[config.mk]
export PLATFORM = sky130hd
export DESIGN_NAME = bip_control_unit
export DESIGN_NICKNAME = d
export VERILOG_FILES = /design/src/rtl/bip_control_unit_pkg.sv /design/src/rtl/bip_opcode_decoder.sv /design/src/rtl/bip_control_unit.sv
export SDC_FILE = /design/constraint.sdc
export NUM_CORES = 1
export LEC_CHECK = 0
export BUFFER_PORTS_ARGS = -buffer_cell sky130_fd_sc_hd__buf_2
export CORE_MARGIN = 3
export CORE_UTILIZATION = 45
export CTS_BUF_LIST = sky130_fd_sc_hd__clkbuf_4 sky130_fd_sc_hd__clkbuf_8
export DETAILED_ROUTE_END_ITERATION = 16
export HOLD_SLACK_MARGIN = 0.03
export PLACE_DENSITY = 0.83
export SLEW_MARGIN = 10
export SYNTH_ARGS = -nofsm -noshare
export SYNTH_HDL_FRONTEND = slang
export SYNTH_SLANG_ARGS = --single-unit
[constraint.sdc]
create_clock -name i_clock -period 1.8 [get_ports i_clock]
set_input_delay 0.27 -clock i_clock [delete_from_list [all_inputs] [get_ports i_clock]]
set_output_delay 0.27 -clock i_clock [all_outputs]
set_load 0.02 [all_outputs]
[src/rtl/bip_control_unit_pkg.sv]
// Shared definitions for the BIP sequencing control unit: opcodes, FSM states
// and accumulator input mux selections.
package bip_control_unit_pkg;

  localparam logic [4:0] OP_HLT  = 5'b00000;
  localparam logic [4:0] OP_STO  = 5'b00001;
  localparam logic [4:0] OP_LD   = 5'b00010;
  localparam logic [4:0] OP_LDI  = 5'b00011;
  localparam logic [4:0] OP_ADD  = 5'b00100;
  localparam logic [4:0] OP_ADDI = 5'b00101;
  localparam logic [4:0] OP_SUB  = 5'b00110;
  localparam logic [4:0] OP_SUBI = 5'b00111;
  localparam logic [4:0] OP_BEQ  = 5'b01000;
  localparam logic [4:0] OP_BNE  = 5'b01001;
  localparam logic [4:0] OP_JMP  = 5'b01010;

  typedef enum logic [1:0] {
    FETCH = 2'd0,
    EXEC  = 2'd1,
    HALT  = 2'd2
  } state_t;

  localparam logic [1:0] SEL_RAM = 2'd0;
  localparam logic [1:0] SEL_IMM = 2'd1;
  localparam logic [1:0] SEL_ALU = 2'd2;

endpackage

[src/rtl/bip_opcode_decoder.sv]
// Combinational BIP opcode decoder: datapath controls plus branch-taken and
// halt indications for the sequencer.
module bip_opcode_decoder
  import bip_control_unit_pkg::*;
#(
  parameter int NB_OPCODE        = 5,
  parameter int NB_DECODER_SEL_A = 2
) (
  input  logic [NB_OPCODE-1:0]        i_opcode,
  input  logic                        i_accZero,
  output logic                        o_wrPc,
  output logic [NB_DECODER_SEL_A-1:0] o_selA,
  output logic                        o_selB,
  output logic                        o_wrAcc,
  output logic [NB_OPCODE-1:0]        o_op,
  output logic                        o_wrRam,
  output logic                        o_rdRam,
  output logic                        o_branch,
  output logic                        o_halt
);

  // Anything not listed falls through as a NOP with every control low.
  always_comb begin
    o_wrPc   = 1'b0;
    o_selA   = '0;
    o_selB   = 1'b0;
    o_wrAcc  = 1'b0;
    o_op     = '0;
    o_wrRam  = 1'b0;
    o_rdRam  = 1'b0;
    o_branch = 1'b0;
    o_halt   = 1'b0;
    case (i_opcode)
      NB_OPCODE'(OP_HLT): begin
        o_halt = 1'b1;
      end
      NB_OPCODE'(OP_STO): begin
        o_wrPc  = 1'b1;
        o_wrRam = 1'b1;
        o_op    = i_opcode;
      end
      NB_OPCODE'(OP_LD): begin
        o_wrPc  = 1'b1;
        o_selA  = NB_DECODER_SEL_A'(SEL_RAM);
        o_wrAcc = 1'b1;
        o_rdRam = 1'b1;
        o_op    = i_opcode;
      end
      NB_OPCODE'(OP_LDI): begin
        o_wrPc  = 1'b1;
        o_selA  = NB_DECODER_SEL_A'(SEL_IMM);
        o_wrAcc = 1'b1;
        o_op    = i_opcode;
      end
      NB_OPCODE'(OP_ADD), NB_OPCODE'(OP_SUB): begin
        o_wrPc  = 1'b1;
        o_selA  = NB_DECODER_SEL_A'(SEL_ALU);
        o_wrAcc = 1'b1;
        o_rdRam = 1'b1;
        o_op    = i_opcode;
      end
      NB_OPCODE'(OP_ADDI), NB_OPCODE'(OP_SUBI): begin
        o_wrPc  = 1'b1;
        o_selA  = NB_DECODER_SEL_A'(SEL_ALU);
        o_selB  = 1'b1;
        o_wrAcc = 1'b1;
        o_op    = i_opcode;
      end
      NB_OPCODE'(OP_BEQ): begin
        o_wrPc   = 1'b1;
        o_op     = i_opcode;
        o_branch = i_accZero;
      end
      NB_OPCODE'(OP_BNE): begin
        o_wrPc   = 1'b1;
        o_op     = i_opcode;
        o_branch = ~i_accZero;
      end
      NB_OPCODE'(OP_JMP): begin
        o_wrPc   = 1'b1;
        o_op     = i_opcode;
        o_branch = 1'b1;
      end
      default: ;
    endcase
  end

endmodule

[src/rtl/bip_control_unit.sv]
// BIP sequencing control unit: fetch/execute FSM, program counter, latched
// halt, single-step gating and a saturating executed-instruction counter.
module bip_control_unit
  import bip_control_unit_pkg::*;
#(
  parameter int NB_OPCODE        = 5,
  parameter int NB_OPERAND       = 11,
  parameter int NB_ADDR          = 11,
  parameter int NB_DECODER_SEL_A = 2,
  parameter int NB_COUNT         = 16
) (
  input  logic                          i_clock,
  input  logic                          i_reset,
  input  logic [NB_OPCODE+NB_OPERAND-1:0] i_instr,
  input  logic                          i_acc_zero,
  input  logic                          i_step_mode,
  input  logic                          i_step,
  output logic [NB_ADDR-1:0]            o_pc,
  output logic [NB_OPERAND-1:0]         o_operand,
  output logic                          o_wrPc,
  output logic                          o_selB,
  output logic                          o_wrAcc,
  output logic                          o_wrRam,
  output logic                          o_rdRam,
  output logic [NB_DECODER_SEL_A-1:0]   o_selA,
  output logic [NB_OPCODE-1:0]          o_op,
  output logic                          o_halted,
  output logic [NB_COUNT-1:0]           o_count
);

  state_t state;
  state_t nextState;

  logic [NB_ADDR-1:0]          pc;
  logic [NB_COUNT-1:0]         count;
  logic [NB_OPCODE-1:0]        opcode;
  logic [NB_OPERAND-1:0]       operand;

  logic                        decWrPc;
  logic [NB_DECODER_SEL_A-1:0] decSelA;
  logic                        decSelB;
  logic                        decWrAcc;
  logic [NB_OPCODE-1:0]        decOp;
  logic                        decWrRam;
  logic                        decRdRam;
  logic                        decBranch;
  logic                        decHalt;

  assign opcode  = i_instr[NB_OPCODE+NB_OPERAND-1 -: NB_OPCODE];
  assign operand = i_instr[NB_OPERAND-1:0];

  bip_opcode_decoder #(
    .NB_OPCODE        (NB_OPCODE),
    .NB_DECODER_SEL_A (NB_DECODER_SEL_A)
  ) decoder (
    .i_opcode  (opcode),
    .i_accZero (i_acc_zero),
    .o_wrPc    (decWrPc),
    .o_selA    (decSelA),
    .o_selB    (decSelB),
    .o_wrAcc   (decWrAcc),
    .o_op      (decOp),
    .o_wrRam   (decWrRam),
    .o_rdRam   (decRdRam),
    .o_branch  (decBranch),
    .o_halt    (decHalt)
  );

  always_ff @(posedge i_clock or posedge i_reset) begin
    if (i_reset) begin
      state <= FETCH;
    end else begin
      state <= nextState;
    end
  end

  // Controls are gated by EXEC so an async reset drops them in the same cycle.
  always_comb begin
    nextState = state;
    o_wrPc    = 1'b0;
    o_selA    = '0;
    o_selB    = 1'b0;
    o_wrAcc   = 1'b0;
    o_op      = '0;
    o_wrRam   = 1'b0;
    o_rdRam   = 1'b0;
    o_operand = '0;
    o_halted  = 1'b0;
    case (state)
      FETCH: begin
        if (!i_step_mode || i_step) begin
          nextState = EXEC;
        end
      end
      EXEC: begin
        nextState = decHalt ? HALT : FETCH;
        o_wrPc    = decWrPc;
        o_selA    = decSelA;
        o_selB    = decSelB;
        o_wrAcc   = decWrAcc;
        o_op      = decOp;
        o_wrRam   = decWrRam;
        o_rdRam   = decRdRam;
        o_operand = operand;
      end
      HALT: begin
        o_halted = 1'b1;
      end
      default: begin
        nextState = FETCH;
      end
    endcase
  end

  // PC advances on every non-halt EXEC, NOPs included, even with wrPc low.
  always_ff @(posedge i_clock or posedge i_reset) begin
    if (i_reset) begin
      pc    <= '0;
      count <= '0;
    end else if (state == EXEC) begin
      if (!decHalt) begin
        pc <= decBranch ? operand[NB_ADDR-1:0] : pc + NB_ADDR'(1);
      end
      if (count != {NB_COUNT{1'b1}}) begin
        count <= count + NB_COUNT'(1);
      end
    end
  end

  assign o_pc    = pc;
  assign o_count = count;

endmodule
Word level (Yosys, flattened, before mapping)
Index checks and enable logic that the tools add are counted.
Word-level totals
  bits in registers: 29
  output and inout port bits: 51
Cells by class
  bitwise gates (word level): 3
  multiplexer cells: 22
  reduce and logical (&&, ||, !) cells: 12
  equality and inequality tests: 14
  add/sub/neg operators: 2
Operators by type and width (count)
  11-bit 2-to-1 mux: 2
  5-bit by 3-bit equality test with 1-bit output, second input constant: 4
  16-bit by 1-bit adder with 16-bit output, second input constant: 1
  16-bit != test, second input constant: 1
  5-bit by 4-bit equality test with 1-bit output, second input constant: 3
  1-bit 2-to-1 mux: 12
  11-bit by 1-bit adder with 11-bit output, second input constant: 1
  5-bit by 2-bit equality test with 1-bit output, second input constant: 2
  5-bit 2-to-1 mux: 2
  10-bit OR reduction: 1
  2-bit 2-to-1 mux: 3
  2-bit one-hot mux with 3 select lines: 1
  2-bit AND reduction: 3
  6-bit OR reduction: 1
  5-bit by 1-bit equality test with 1-bit output, second input constant: 1
  5-bit zero test: 1
  2-bit one-hot mux with 2 select lines: 1
  4-bit OR reduction: 1
  1-bit NOT: 3
  1-bit one-hot mux with 3 select lines: 1
  3-bit OR reduction: 1
  2-bit by 1-bit equality test with 1-bit output, second input constant: 1
  2-bit equality test, second input constant: 1
  2-bit zero test: 1
  other kinds (4): 4

Logic depth before layout (Yosys ltp)
Gate-level depths: netlist of the first run.
  depth after elaboration: 4
  mapped depth: 5
  mapped depth without buffers: 5

By module
From an unflattened synthesis of the first run, not the netlist that was laid out.
Unflattened totals
  cell total of the unflattened synthesis: 219
  area, all modules: 1891.8 µm²
By module, submodules not included
  bip_control_unit: seq. area each 725.7 µm², area each 1717.9 µm², cells an instance 192, instances 1
  bip_opcode_decoder: seq. area each 0.0 µm², area each 173.9 µm², cells an instance 27, instances 1

Worst setup path after synthesis of the first run
No wires, ideal clock.
  path type: reg-to-output
  start: register state[1]
  end: output port o_rdRam
  slack: -0.242 ns
  data arrival time: 1.772 ns
  cell stages (with the launch flop): 4
  cells stage by stage: dfrtp_1 > nand2b_2 > nor4_1 > nor2b_1
On the way
  cells in the longest elaborated chain, start to end: 2
Ends and longest elaborated chain
  start: declaration: line bip_control_unit.sv:31  | state_t state;
  start signal: assignment: line bip_control_unit.sv:73  | state <= nextState;
  2-bit by 1-bit equality test with 1-bit output: line bip_control_unit.sv:89  | case (state)
  1-bit 2-to-1 mux: line bip_control_unit.sv:89
  end: declaration: line bip_control_unit.sv:24  | output logic o_rdRam,
Every way passes these cells.

Final worst setup path of the first run
Same ends and word-level chain as after synthesis.

==> results.toml, run 1 <==
[place]
dp_hpwl_mm = 3.66
gp_congestion = 0.860
dp_cells = 331
postPlaceCellArea_um2 = 2410
portBuffers = 70

[floorplan]
ioPinCount = 72
die_h_um = 69.5
start_util = 0.481
core_um2 = 3770
dieArea_um2 = 4830
rows = 22
fp.dieW_um = 69.5

[cells_and_area]
utilization = 0.756
area_growth_pct = 57.1
final_cell_count_no_fill = 348
drive_gt1_frac = 0.483
fin_area_um2 = 2850
antenna_cells = 0
fin_nets = 322

[power]
p_per_area_nw_per_um2 = 1180
finalPower_uw = 3350
p_leak_uw = 0.00140
max-vdd-ir-drop_mv = 0.746

[synth]
yosys-top-cells-area = "dfrtp_1, and2_1, mux2i_1, xor2_1, nand4_1"
synth_top_area_share = 0.400
syn_inst = 198
yosysUniqueCellTypes = 45
ys_warn_count = 0
synth-seq-cells = 29
synth_ff_type = "dfrtp_1"
synth.net_count = 221
avgSynthCellArea_um2 = 9.17
synth_edf_count = 0
synthArstFlopShare = 1.00
yosys.area.top_type = "dfrtp_1"
netlist_area_um2 = 1820
seq_area_frac_synth = 0.400

[clock_tree]
cts_max_level = 2
cts_tree = "yes"
clock_latency_ns = 0.28
clock-root-buffer = "clkbuf_8"
clock_sinks = 29
clock_path_buffers = 2
cts_buffers = 5
clkTransAtPathRegs_ns = 0.06
cts_hold_buf = 0

[global_routing]
met3_usage = 0.0478
grt_overflow_total = 0
grt_pass1_wl_mm = 9.18
grt_util_met1 = 0.296
grt_busiest_layer = "met2"
grt_max_degree = 30
first_global_vias = 1907
met2_usage = 0.391
antenna_found_initial = 0
grt_usage = 0.236

[drt]
drt_iter0_markers = 153
first_pass_iters = 4
via_per_inst = 5.71
wire_per_inst_um = 17.2
vias = 1986
drc = 0
detail-route-antenna-nets = 0
routed_wl_mm = 5.97

[sta]
fin_tns_setup_ns = -1.01
rsz0062_at_grt = "true"
post-route-period-util = 1.05
slew_violations = 0
setup_viol = 21
fmax_mhz = 528
fin_ws_ns = -0.0933
fin_skew_ns = 0.00447
hold_viol_final = 0
fin_crit_ns = 1.89

[worst_setup_path]
start_kind = "flip-flop"
critPathMaxFanout = 2
arrival_ns = 1.62
crit_path_end_kind = "output port"
worstSetupPathType = "reg2out"
required_ns = 1.53

[outcome]
status = "finished, violations left"
violations = "setup timing"

[run]
drv_cap = 0

[worst_hold_path]
hp-class = "in2async"
[layout by cell type (no fill, tap or decap), types with 3 or more instances in the layout]
cell / netlist / routed
a21oi_1: 11 / 10
buf_4: 2 / 35
xor2_1: 9 / 9
nand2_1: 9 / 8
and2_4: 0 / 8
xnor2_1: 3 / 3
nor4_4: 0 / 4
mux2i_1: 9 / 9
nand4_1: 9 / 9
o21ai_0: 7 / 7
buf_6: 0 / 17
nor3_1: 7 / 7
and2_1: 16 / 8
nor4_1: 8 / 4
a211oi_1: 5 / 4
dfrtp_2: 0 / 6
dfrtp_1: 29 / 23
o2bb2ai_1: 4 / 4
nand3_1: 8 / 8
buf_2: 3 / 48
inv_1: 11 / 11
clkbuf_8: 0 / 6
nor2_1: 9 / 9
and4_1: 4 / 3
[kinds of logic (layout without fill, tap and decap cells)]
group                    Yosys count  after routing  synth area share
multiplexers                      10             10            0.0558
other                              1              1           0.00207
XOR/XNOR                          12             12            0.0579
buffers and inverters             19            121            0.0455
flip-flops                        29             29             0.400
adder cells (fa/ha/maj)            2              2            0.0138
AND/OR/NAND/NOR                   84             84             0.270
AO/OA/AOI/OAI                     41             41             0.155
[metrics by stage]
step / setup slack, ns / hold slack, ns
after floorplan: -0.0509 / 0.348
after global placement: 0.0275 / 0.358
after detailed placement: -0.0210 / 0.362
after CTS: -0.178 / 0.0568
after global routing: -0.184 / 0.0968
final: -0.0933 / 0.0505
[sequential cells by signal (all words and copies together), names as in the netlist]
name     cells
state        2
o_count     16
o_pc        11
[Yosys cell counts (2+ instances only)]
library cell,number
and4_1,4
nor2_1,9
dfrtp_1,29
o22ai_1,2
nand3_1,8
xnor2_1,3
nor2b_1,2
buf_4,2
nor3_1,7
buf_2,3
clkbuf_1,3
a21o_1,2
o2bb2ai_1,4
inv_1,11
and3_1,2
or4_1,2
nand2_1,9
ha_1,2
nand4_1,9
nor4_1,8
xor2_1,9
a21oi_1,11
o21ai_0,7
a211oi_1,5
mux2i_1,9
a2111oi_2,2
and2_1,16
[power breakdown]
group	leakage (µW)	switching, µW	internal, µW
combinational	0.000975	889	680
sequential	0.000364	216	848
clock	0.0000619	256	466
total	0.00140	1360	1990
[critical path: stages (launching register included)]
cell,delay (ns)
dfrtp_1,0.38
nand2b_4,0.15
buf_6,0.12
buf_6,0.12
nor4_4,0.27
nor2b_4,0.19
buf_6,0.12
[worst paths after layout]
check                            start     endpoint  slack (ns)  cells past startpoint
min in group i_clock       i_step_mode     state[0]        0.18                      2
setup / recovery              state[1]      o_rdRam       -0.09                      6
max in group asynchronous      i_reset      o_pc[2]        1.45                      3
hold reg to reg            o_count[15]  o_count[15]        0.49                      1
setup reg to reg              state[1]  o_count[10]       -0.01                      6
hold / removal                 i_reset  o_count[15]        0.05                      3
[routing by layer]
metal | part of all wire | routed length, µm
met3 | 0.057 | 340
met4 | 0.018 | 109
met5 | 0 | 0
met2 | 0.51 | 3060
met1 | 0.41 | 2460
[layout make-up]
| cell class | instances | area (µm²) |
|---|---|---|
| clock buffer | 7 | 90.1 |
| clock inverter | 1 | 30.0 |
| fill | 254 | 920 |
| inverter | 11 | 41.3 |
| multi-input combinational | 150 | 1160 |
| sequential | 29 | 733 |
| tap | 48 | 60.1 |
| timing repair buffer | 102 | 734 |
[timing repair]
item | CTS | global route
pin swaps | 7 | 10
endpoints found under the setup margin | 17 | 27
gates resized for setup | 20 | 50
buffers inserted | 3 | 6
No activity file was read; power rests on OpenSTA's default activity.
==> run 2, diff against run 1 <==
CORE_MARGIN = not set   (was 3)
==> run 2 against run 1 <==
  * The run still ends with setup timing left
  * Register-to-register slack improved by 0.06 ns
  * First-iteration DRC count is 56% lower
  * Utilization shrank 4.8 points
  * Flip-flop and latch count stayed put
  * Die area fell by 11%
  * Maximum frequency down 0.67%
  * Highest routed layer unchanged
  * Combinational power shrank 9.6%
  * Global-route usage grew 1.3 points
  * Critical path type unchanged
==> results.toml, run 2 (synthesized netlist as in run 1, its figures left out) <==
[global_routing]
grt_max_degree = 30
grt_usage = 0.249
grt_pass1_wl_mm = 8.16
grt_overflow_total = 0
antenna_found_initial = 0
first_global_vias = 1781

[drt]
detail-route-antenna-nets = 0
routed_wl_mm = 5.09
wl_met1_mm = 2.29
drc = 0
via_per_inst = 5.59
first_pass_iters = 4
vias = 1941
wire_per_inst_um = 14.7
drt_iter0_markers = 67
dr.max_layer_used = "met4"
routed-wl-met3_um = 205
route.met2.wl_mm = 2.47

[clock_tree]
cts_buffers = 5
clock_sinks = 29
cts_tree = "yes"
clock_latency_ns = 0.28
clock_path_buffers = 2
clock-root-buffer = "clkbuf_8"
clkTransAtPathRegs_ns = 0.07
cts_hold_buf = 0
cts_max_level = 2

[cells_and_area]
area_growth_pct = 47.0
largest_reg_flops = 16
layout_commonest_cell = "buf_2"
drive_gt1_frac = 0.431
antenna_cells = 0
fin_area_um2 = 2670
final_cell_count_no_fill = 347
fin_nets = 321
fill_cells = 280
final_cell_mix = "buf_2, buf_4, dfrtp_1"

[floorplan]
dieArea_um2 = 4290
ioPinCount = 72
die_h_um = 65.5
core_um2 = 3770
start_util = 0.481
rows = 22
fp.dieW_um = 65.5

[place]
portBuffers = 70
dp_hpwl_mm = 3.67
gp_congestion = 0.820
postPlaceCellArea_um2 = 2430
dp_cells = 336

[worst_setup_path]
critPathMaxFanout = 7
required_ns = 1.53
arrival_ns = 1.64
reg2reg_depth = 6
worstSetupPathType = "reg2out"
crit_path_end_kind = "output port"
start_kind = "flip-flop"

[sta]
hold_viol_final = 0
fin_crit_ns = 1.91
rsz0062_at_grt = "true"
setup_viol = 7
fmax_mhz = 525
fin_ws_ns = -0.106
post-route-period-util = 1.06
slew_violations = 0
fin_skew_ns = 0.00251

[power]
combPwrFrac = 0.449
p_leak_uw = 0.00136
p_per_area_nw_per_um2 = 1190
finalPower_uw = 3160
p_sw_uw = 1270
p_clk_frac = 0.223
p_seq_frac = 0.327
intPower_uw = 1890
max-vdd-ir-drop_mv = 1.05
power.share.switching = 0.401

[outcome]
status = "finished, violations left"
violations = "setup timing"

[worst_hold_path]
hp-class = "in2async"

[run]
drv_cap = 0
## run 2: layout make-up
class	instances	area, µm²	share of cell area
inverter	11	41.3	0.0155
tap	48	60.1	0.0225
multi-input combinational	150	1060	0.398
timing repair buffer	101	652	0.244
clock buffer	6	82.6	0.0309
clock inverter	2	37.5	0.0141
sequential	29	732	0.274
## run 2: worst paths after layout
kind	start	to	slack, ns
max	state[1]	o_selB	-0.11
min	i_reset	o_count[13]	0.04
max reg2reg	state[1]	o_count[14]	0.05
min reg2reg	o_count[15]	o_count[15]	0.50
max in group asynchronous	i_reset	o_pc[2]	1.46
min in group i_clock	i_step_mode	state[0]	0.16
## run 2: per-stage QoR
| step | utilization | TNS [ns] | worst slack (ns) | hold slack [ns] |
|---|---|---|---|---|
| 2_1_floorplan | - | -0.0562 | -0.0509 | 0.348 |
| 3_3_place_gp | 0.645 | 0 | 0.0306 | 0.356 |
| 3_5_place_dp | 0.645 | -0.144 | -0.0428 | 0.358 |
| 4_1_cts | 0.693 | -1.10 | -0.196 | 0.0562 |
| 5_1_grt | 0.708 | -0.922 | -0.165 | 0.0914 |
| 6_report | 0.708 | -0.400 | -0.106 | 0.0417 |
## run 2: layer usage
metal | GRT usage | vias up
met5 | 0 | -
met4 | 0.106 | 0
met3 | 0.0382 | 10
met2 | 0.406 | 64
met1 | 0.328 | 936
li1 | - | 931
## run 2: worst max-delay path, cell delays in order, from the launching register on
cell       delay (ns)
dfrtp_1          0.39
nand2b_4         0.15
buf_6            0.12
a2111oi_4        0.33
and3_1           0.25
buf_6            0.12
## run 2: timing repair
item | 4_1_cts | 5_1_grt
pin swaps | 7 | 3
resized for setup | 14 | 13
setup endpoints to repair | 17 | 20
buffers inserted | 2 | 1
## run 2: power by group through the flow
| stage | logic [µW] | clock network [µW] | registers [µW] |
|---|---|---|---|
| global route | 1550 | 748 | 1060 |
| floorplan | 539 | 0 | 1280 |
| global placement | 1340 | 0 | 1030 |
| CTS | 1410 | 711 | 1030 |
| detailed placement | 1380 | 0 | 1040 |
| finish | 1420 | 706 | 1040 |
